==> config.mk <==
export PLATFORM = sky130hd
export DESIGN_NAME = display_scan_scheduler
export DESIGN_NICKNAME = d
export VERILOG_FILES = /design/src/rtl/display_scan_scheduler_pkg.sv /design/src/rtl/display_scan_scheduler_seg7_decode.sv /design/src/rtl/display_scan_scheduler.sv
export SDC_FILE = /design/constraint.sdc
export NUM_CORES = 1
export LEC_CHECK = 0
export CORE_MARGIN = 3
export CORE_UTILIZATION = 40
export CTS_CLUSTER_DIAMETER = 40
export DETAILED_ROUTE_END_ITERATION = 7
export SLEW_MARGIN = 10
export SYNTH_ARGS = -nofsm -noshare
export SYNTH_HDL_FRONTEND = slang
export SYNTH_HIERARCHICAL = 1
export SYNTH_SLANG_ARGS = --single-unit
==> constraint.sdc <==
create_clock -name clk -period 3.65 [get_ports clk]
set_input_delay 1.095 -clock clk [delete_from_list [all_inputs] [get_ports clk]]
set_output_delay 1.095 -clock clk [all_outputs]
set_load 0.05 [all_outputs]
==> src/rtl/display_scan_scheduler_pkg.sv <==
// Shared types and constants for the display scan scheduler.
// Segment patterns are {g,f,e,d,c,b,a}, active-high.
package display_sched_pkg;

    localparam int NUM_CH = 3;

    typedef enum logic [1:0] {
        SHOW_ONES = 2'd0,
        BLANK_A   = 2'd1,
        SHOW_TENS = 2'd2,
        BLANK_B   = 2'd3
    } scan_state_t;

    localparam logic [6:0] SEG_BLANK = 7'b0000000;
    localparam logic [6:0] SEG_DASH  = 7'b1000000;

    localparam logic [6:0] SEG_0 = 7'b0111111;
    localparam logic [6:0] SEG_1 = 7'b0000110;
    localparam logic [6:0] SEG_2 = 7'b1011011;
    localparam logic [6:0] SEG_3 = 7'b1001111;
    localparam logic [6:0] SEG_4 = 7'b1100110;
    localparam logic [6:0] SEG_5 = 7'b1101101;
    localparam logic [6:0] SEG_6 = 7'b1111101;
    localparam logic [6:0] SEG_7 = 7'b0000111;
    localparam logic [6:0] SEG_8 = 7'b1111111;
    localparam logic [6:0] SEG_9 = 7'b1101111;

    // Any non-BCD code decodes to a dash; used to show "no channel" on both digits.
    localparam logic [3:0] DIGIT_DASH = 4'hA;

    function automatic int max2(input int a, input int b);
        return (a > b) ? a : b;
    endfunction

endpackage

==> src/rtl/display_scan_scheduler_seg7_decode.sv <==
// Combinational BCD to 7-segment decoder with a blanking input.
// Codes 10-15 show a dash so corrupted digits are visibly wrong rather than random.
module seg7_decode
    import display_sched_pkg::*;
(
    input  logic [3:0] bcd,
    input  logic       blank,
    output logic [6:0] seg
);

    // Blanking overrides everything; otherwise standard digit lookup.
    always_comb begin
        seg = SEG_DASH;
        if (blank) begin
            seg = SEG_BLANK;
        end else begin
            case (bcd)
                4'd0:    seg = SEG_0;
                4'd1:    seg = SEG_1;
                4'd2:    seg = SEG_2;
                4'd3:    seg = SEG_3;
                4'd4:    seg = SEG_4;
                4'd5:    seg = SEG_5;
                4'd6:    seg = SEG_6;
                4'd7:    seg = SEG_7;
                4'd8:    seg = SEG_8;
                4'd9:    seg = SEG_9;
                default: seg = SEG_DASH;
            endcase
        end
    end

endmodule

==> src/rtl/display_scan_scheduler.sv <==
// Time-shares one 2-digit multiplexed 7-segment display among three countdown
// channels: ones/tens scan with blanking gaps, round-robin channel rotation,
// and alerting channels preempting the rotation.
// Optional feature macro: DISP_ALERT_BLINK_EN (alerting channel blinks with a
// 32-scan half period); when undefined the alerting channel is shown steadily.
module display_scan_scheduler
    import display_sched_pkg::*;
#(
    parameter int SHOW_CYC    = 1024,
    parameter int BLANK_CYC   = 16,
    parameter int DWELL_SCANS = 256
) (
    input  logic                  clk,
    input  logic                  rst_n,
    input  logic [NUM_CH-1:0]     ch_valid,
    input  logic [NUM_CH-1:0]     ch_alert,
    input  logic [4*NUM_CH-1:0]   ch_tens,
    input  logic [4*NUM_CH-1:0]   ch_ones,
    output logic [6:0]            seg_out,
    output logic                  dig_sel,
    output logic [1:0]            chan_idx,
    output logic                  scan_tick
);

    localparam int SLOT_MAX = max2(SHOW_CYC, BLANK_CYC);
    localparam int SLOT_W   = (SLOT_MAX > 1) ? $clog2(SLOT_MAX) : 1;
    localparam int DWELL_W  = (DWELL_SCANS > 1) ? $clog2(DWELL_SCANS) : 1;

    localparam logic [SLOT_W-1:0]  SHOW_LAST  = SLOT_W'(SHOW_CYC - 1);
    localparam logic [SLOT_W-1:0]  BLANK_LAST = SLOT_W'(BLANK_CYC - 1);
    localparam logic [DWELL_W-1:0] DWELL_LAST = DWELL_W'(DWELL_SCANS - 1);

    scan_state_t        state, next_state;
    logic [SLOT_W-1:0]  slot, next_slot;
    logic               slot_last, boundary;

    logic [DWELL_W-1:0] dwell, pick_dwell, nxt_dwell;
    logic               in_alert, nxt_alert, pick_alert, pick_none;
    logic [1:0]         pick_idx, nxt_idx, rot_1, rot_2;
    logic [3:0]         lat_ones, lat_tens, nxt_ones, nxt_tens;

    logic               show_tens, dec_blank, blink_blank;
    logic [3:0]         dec_digit;
    logic [6:0]         dec_seg;

    // Slot timing: advance the scan phase when the current slot's length is used up.
    always_comb begin
        slot_last  = (state == SHOW_ONES || state == SHOW_TENS) ? (slot == SHOW_LAST)
                                                                : (slot == BLANK_LAST);
        boundary   = (state == BLANK_B) && slot_last;
        next_state = state;
        next_slot  = slot + 1'b1;
        if (slot_last) begin
            next_slot = '0;
            case (state)
                SHOW_ONES: next_state = BLANK_A;
                BLANK_A:   next_state = SHOW_TENS;
                SHOW_TENS: next_state = BLANK_B;
                default:   next_state = SHOW_ONES;
            endcase
        end
    end

    // Channel choice for the next scan: alert first, then dwell, then rotation.
    always_comb begin
        rot_1      = (chan_idx == 2'd2) ? 2'd0 : chan_idx + 2'd1;
        rot_2      = (rot_1 == 2'd2) ? 2'd0 : rot_1 + 2'd1;
        pick_idx   = chan_idx;
        pick_dwell = '0;
        pick_alert = 1'b0;
        pick_none  = 1'b0;
        if (ch_alert[0]) begin
            pick_idx   = 2'd0;
            pick_alert = 1'b1;
        end else if (ch_alert[1]) begin
            pick_idx   = 2'd1;
            pick_alert = 1'b1;
        end else if (ch_alert[2]) begin
            pick_idx   = 2'd2;
            pick_alert = 1'b1;
        end else if (!in_alert && ch_valid[chan_idx] && dwell != DWELL_LAST) begin
            pick_dwell = dwell + 1'b1;
        end else if (ch_valid[rot_1]) begin
            pick_idx = rot_1;
        end else if (ch_valid[rot_2]) begin
            pick_idx = rot_2;
        end else if (ch_valid[chan_idx]) begin
            pick_idx = chan_idx;
        end else begin
            pick_none = 1'b1;
        end
    end

    // Latched scan data only changes at the scan boundary so a scan never tears.
    always_comb begin
        nxt_idx   = chan_idx;
        nxt_dwell = dwell;
        nxt_alert = in_alert;
        nxt_ones  = lat_ones;
        nxt_tens  = lat_tens;
        if (boundary) begin
            nxt_idx   = pick_idx;
            nxt_dwell = pick_dwell;
            nxt_alert = pick_alert;
            nxt_ones  = pick_none ? DIGIT_DASH : ch_ones[{pick_idx, 2'b00} +: 4];
            nxt_tens  = pick_none ? DIGIT_DASH : ch_tens[{pick_idx, 2'b00} +: 4];
        end
    end

`ifdef DISP_ALERT_BLINK_EN
    logic [5:0] blink_cnt, nxt_blink;

    // Blink phase counts alert scans, restarting whenever an alert is newly entered.
    always_comb begin
        nxt_blink = blink_cnt;
        if (boundary) begin
            nxt_blink = (pick_alert && in_alert) ? blink_cnt + 6'd1 : 6'd0;
        end
    end

    assign blink_blank = nxt_alert & nxt_blink[5];
`else
    assign blink_blank = 1'b0;
`endif

    // Select the digit for the upcoming slot; a zero tens digit is suppressed.
    always_comb begin
        show_tens = (next_state == SHOW_TENS);
        dec_digit = show_tens ? nxt_tens : nxt_ones;
        dec_blank = blink_blank || (show_tens && nxt_tens == 4'd0);
    end

    seg7_decode u_decode (
        .bcd   (dec_digit),
        .blank (dec_blank),
        .seg   (dec_seg)
    );

    // Scan FSM, latched channel data and registered display outputs.
    always_ff @(posedge clk or negedge rst_n) begin
        if (!rst_n) begin
            state     <= BLANK_B;
            slot      <= '0;
            dwell     <= '0;
            in_alert  <= 1'b0;
            chan_idx  <= 2'd0;
            lat_ones  <= 4'd0;
            lat_tens  <= 4'd0;
            seg_out   <= SEG_BLANK;
            dig_sel   <= 1'b0;
            scan_tick <= 1'b0;
`ifdef DISP_ALERT_BLINK_EN
            blink_cnt <= 6'd0;
`endif
        end else begin
            state     <= next_state;
            slot      <= next_slot;
            dwell     <= nxt_dwell;
            in_alert  <= nxt_alert;
            chan_idx  <= nxt_idx;
            lat_ones  <= nxt_ones;
            lat_tens  <= nxt_tens;
            seg_out   <= (next_state == SHOW_ONES || next_state == SHOW_TENS) ? dec_seg : SEG_BLANK;
            dig_sel   <= (next_state == BLANK_A || next_state == SHOW_TENS);
            scan_tick <= (next_state == BLANK_B) && (next_slot == BLANK_LAST);
`ifdef DISP_ALERT_BLINK_EN
            blink_cnt <= nxt_blink;
`endif
        end
    end

endmodule
==> results.cfg <==
[timing]
rsz0062_at_grt = no
finalHoldViolCount = 0
max_slew_margin_pct = 41.0
fin_skew_ps = 12.7
fmax_ghz = 0.284
setup_viol = 0
report.final.slew_viol_count = 0
finalCritPeriodShare_pct = 96.5
worst_pin_slew_ps = 886
finalWorstPathRequiredPeriod_ps = 3520
holdWs_ps = 488

[placement]
dpl.cell_count = 448
place_hpwl_um = 4970
io_buffer_count = 42
gp_congestion = 0.852

[logic_synthesis]
synthArstFlopShare_pct = 100
syn_nets = 341
synth.largest_area_cell = dfrtp_1
synth_area_um2 = 2640
yosysTopAreaCellShare_pct = 36.0
syn_avg_cell_area_um2 = 8.89
synthTopCellsByArea = dfrtp_1 36%, ha_1 5.7%, nand2_1 4.4%
syn_inst = 297
synth-edff-count = 0
seq_area_frac_synth_pct = 38.0
ys.flop_type = dfrtp_1
synth_seq_cells = 40
yosysWarningCount = 6
yosysUniqueCellTypes = 68

[setup_path]
cp.buffers_inverters = 6
critPathMaxStageDelay_ps = 520
crit_arrival_ps = 3740
cp-start-kind = input port
critical_path_class = input port to flop
crit_path_end_kind = flop
path_delay_family = buffers and inverters
crit_required_ps = 3870
crit_chain = clkdlybuf4s50_1 > buf_4 > inv_1 > a31oi_4 > buf_6 > buf_4 > a21oi_1 > o21ai_2 > a2bb2oi_2 > inv_1 > ha_1 > or4_1 > o31ai_1 > and2_1
slowest_stage = or4_1
crit_path_max_fanout = 5
r2r_slack_ps = 340

[route]
wl_per_cell_um = 14.3
vias_per_cell = 5.42
drc_errors = 0
drt_iter0_drc = 99
first_pass_iters = 4
antenna_left = 0
drt-total-wl_um = 6580
vias = 2493

[cts]
ctsHoldBuffers = 0
clock_path_buffers = 2
clock_latency_ps = 290
clkSinkCount = 40
cts_tree = done
cts_root_buf = clkbuf_8
cts_buffers = 5
htree_levels = 2
clkTransAtPathRegs_ps = 80

[global_routing]
grt_pass1_wl_um = 10900
grt_util_met1_pct = 24.6
overflow = 0
grt_util_all_layers_pct = 17.9
antenna_found_initial = 0
grt_pass1_vias = 2420
grt_start_max_net_pins = 41
gr-usage-met3_pct = 3.12
busiest_layer = met2
gr-usage-met2_pct = 29.5

[die]
die_w_um = 87.2
initial_utilization_pct = 42.8
die-area_um2 = 7610
die-height_um = 87.2
placementRows = 28
core_area_um2 = 6170
pin_count = 43

[pwr]
clkPwrFrac_pct = 33.9
ir_drop_mv = 0.126
p_leak_nw = 1.66
power.density_nw_per_um2 = 231
p_int_w = 0.000642
seqPwrFrac_pct = 52.2
power.switching_w = 0.000209
p_comb_share_pct = 13.9
netSwitchingFraction_pct = 24.5

[run_status]
status = finished clean

[layout]
instances_no_fill = 460
num_antenna_cells = 0
n_fill_cell = 546
drive_above_1_share_pct = 26.8
fin_nets = 428
area_delta_synth_final_pct = 39.2

[run]
maxCapViolCount = 0

[min_path]
hold_class = flop to flop
-- layout make-up --
cell class / instances / area, µm² / area share (%)
multi-input cells: 230 / 1660 / 45.3
flip-flops and latches: 40 / 1000 / 27.3
clock buffers: 5 / 68.8 / 1.87
repair buffers: 90 / 763 / 20.8
well taps: 75 / 93.8 / 2.55
inverters: 17 / 63.8 / 1.74
clock inverters: 3 / 18.8 / 0.511
-- worst reg2reg max path: cells and delay by family (launching register included) --
family                   cells  cell delay (ps)
buffers and inverters        3              360
adder cells (fa/ha/maj)      2              420
AO/OA/AOI/OAI                7             1120
AND/OR/NAND/NOR              3              940
flip-flops                   1              410
-- stage by stage --
| stage | TNS, ps | cell area, µm² | total power, W | util (%) | setup WS (ps) |
|---|---|---|---|---|---|
| 6_report | 0 | 3670 | 0.000850 | 59.6 | 129 |
| 4_1_cts | 0 | 3580 | 0.000851 | 58.0 | 78.0 |
| 3_5_place_dp | -3000 | 3410 | 0.000557 | 55.3 | -515 |
| 3_3_place_gp | -2770 | 3410 | 0.000557 | 55.3 | -460 |
| 2_1_floorplan | 0 | 2640 | 0.000489 | - | 49.0 |
| 5_1_grt | 0 | 3670 | 0.000888 | 59.6 | 12.1 |
-- final timing paths --
check / from / endpoint / cells past startpoint
max in group asynchronous: rst_n / seg_out[3] / 1
max reg2reg: dwell[0] / seg_out[0] / 15
max: ch_alert[1] / seg_out[0] / 14
min in group asynchronous: rst_n / dwell[7] / 1
min: lat_ones[0] / lat_ones[0] / 2
min reg2reg: lat_ones[0] / lat_ones[0] / 2
-- power groups by stage --
stage          logic (W)  clock network (W)  registers [W]
2_1_floorplan  0.0000368                  0       0.000453
3_3_place_gp    0.000105                  0       0.000452
3_5_place_dp    0.000105                  0       0.000452
4_1_cts         0.000108           0.000299       0.000444
5_1_grt         0.000127           0.000317       0.000444
6_report        0.000118           0.000289       0.000444
-- routing by layer --
layer | wire [µm] | vias up
met5 | 0 | -
met4 | 78 | 0
met3 | 220 | 8
met2 | 3180 | 45
met1 | 3100 | 1198
li1 | - | 1242
-- state kept, by name (all words and copies together), names as in the netlist --
name       count
slot          10
dwell          8
seg_out        7
lat_ones       4
lat_tens       4
chan_idx       2
state          2
dig_sel        1
in_alert       1
scan_tick      1
-- synthesized netlist by cell type (5+ instances only) --
cell / number
nor4_1: 5
dfrtp_1: 38
ha_1: 12
nand4_1: 5
and3_1: 6
nand3_1: 17
nand2b_1: 8
inv_1: 16
a21oi_1: 13
and2_1: 9
nor2_1: 25
nand2_1: 31
o21ai_0: 20
-- logic make-up after synthesis --
| kind of cell | Yosys count | share of synthesized area [%] |
|---|---|---|
| compound gates | 79 | 21.1 |
| xor+xnor | 7 | 2.32 |
| fa+ha+maj | 12 | 5.69 |
| buf+inv | 27 | 5.07 |
| flops | 40 | 38.0 |
| mux | 4 | 1.75 |
| simple gates | 128 | 26.0 |
-- timing repair --
| action | in CTS | in global routing |
|---|---|---|
| gates cloned | 0 | 0 |
| pin swaps | 8 | 13 |
| endpoints found under the setup margin | 7 | 7 |
| gates resized for setup | 18 | 25 |
| buffers inserted | 2 | 2 |
-- cell usage in the layout (no fill, tap or decap), types with 3 or more instances in the layout --
master and instances:
a21oi_1 12, nor2b_1 3, nor2_1 25, and3_1 5
a22oi_1 3, and2_1 9, clkbuf_2 4, inv_1 16
nand3_1 16, xor2_1 4, xnor2_1 3, nor4_1 4
clkdlybuf4s50_1 37, a21o_1 3, ha_1 12, o21ai_0 19
clkbuf_8 5, o211ai_1 3, dfrtp_1 38, nand2b_1 7
nand2_1 31, o21ai_1 4, o31ai_1 3, buf_4 46
nand4_1 5
No activity file was read; power rests on OpenSTA's default activity.
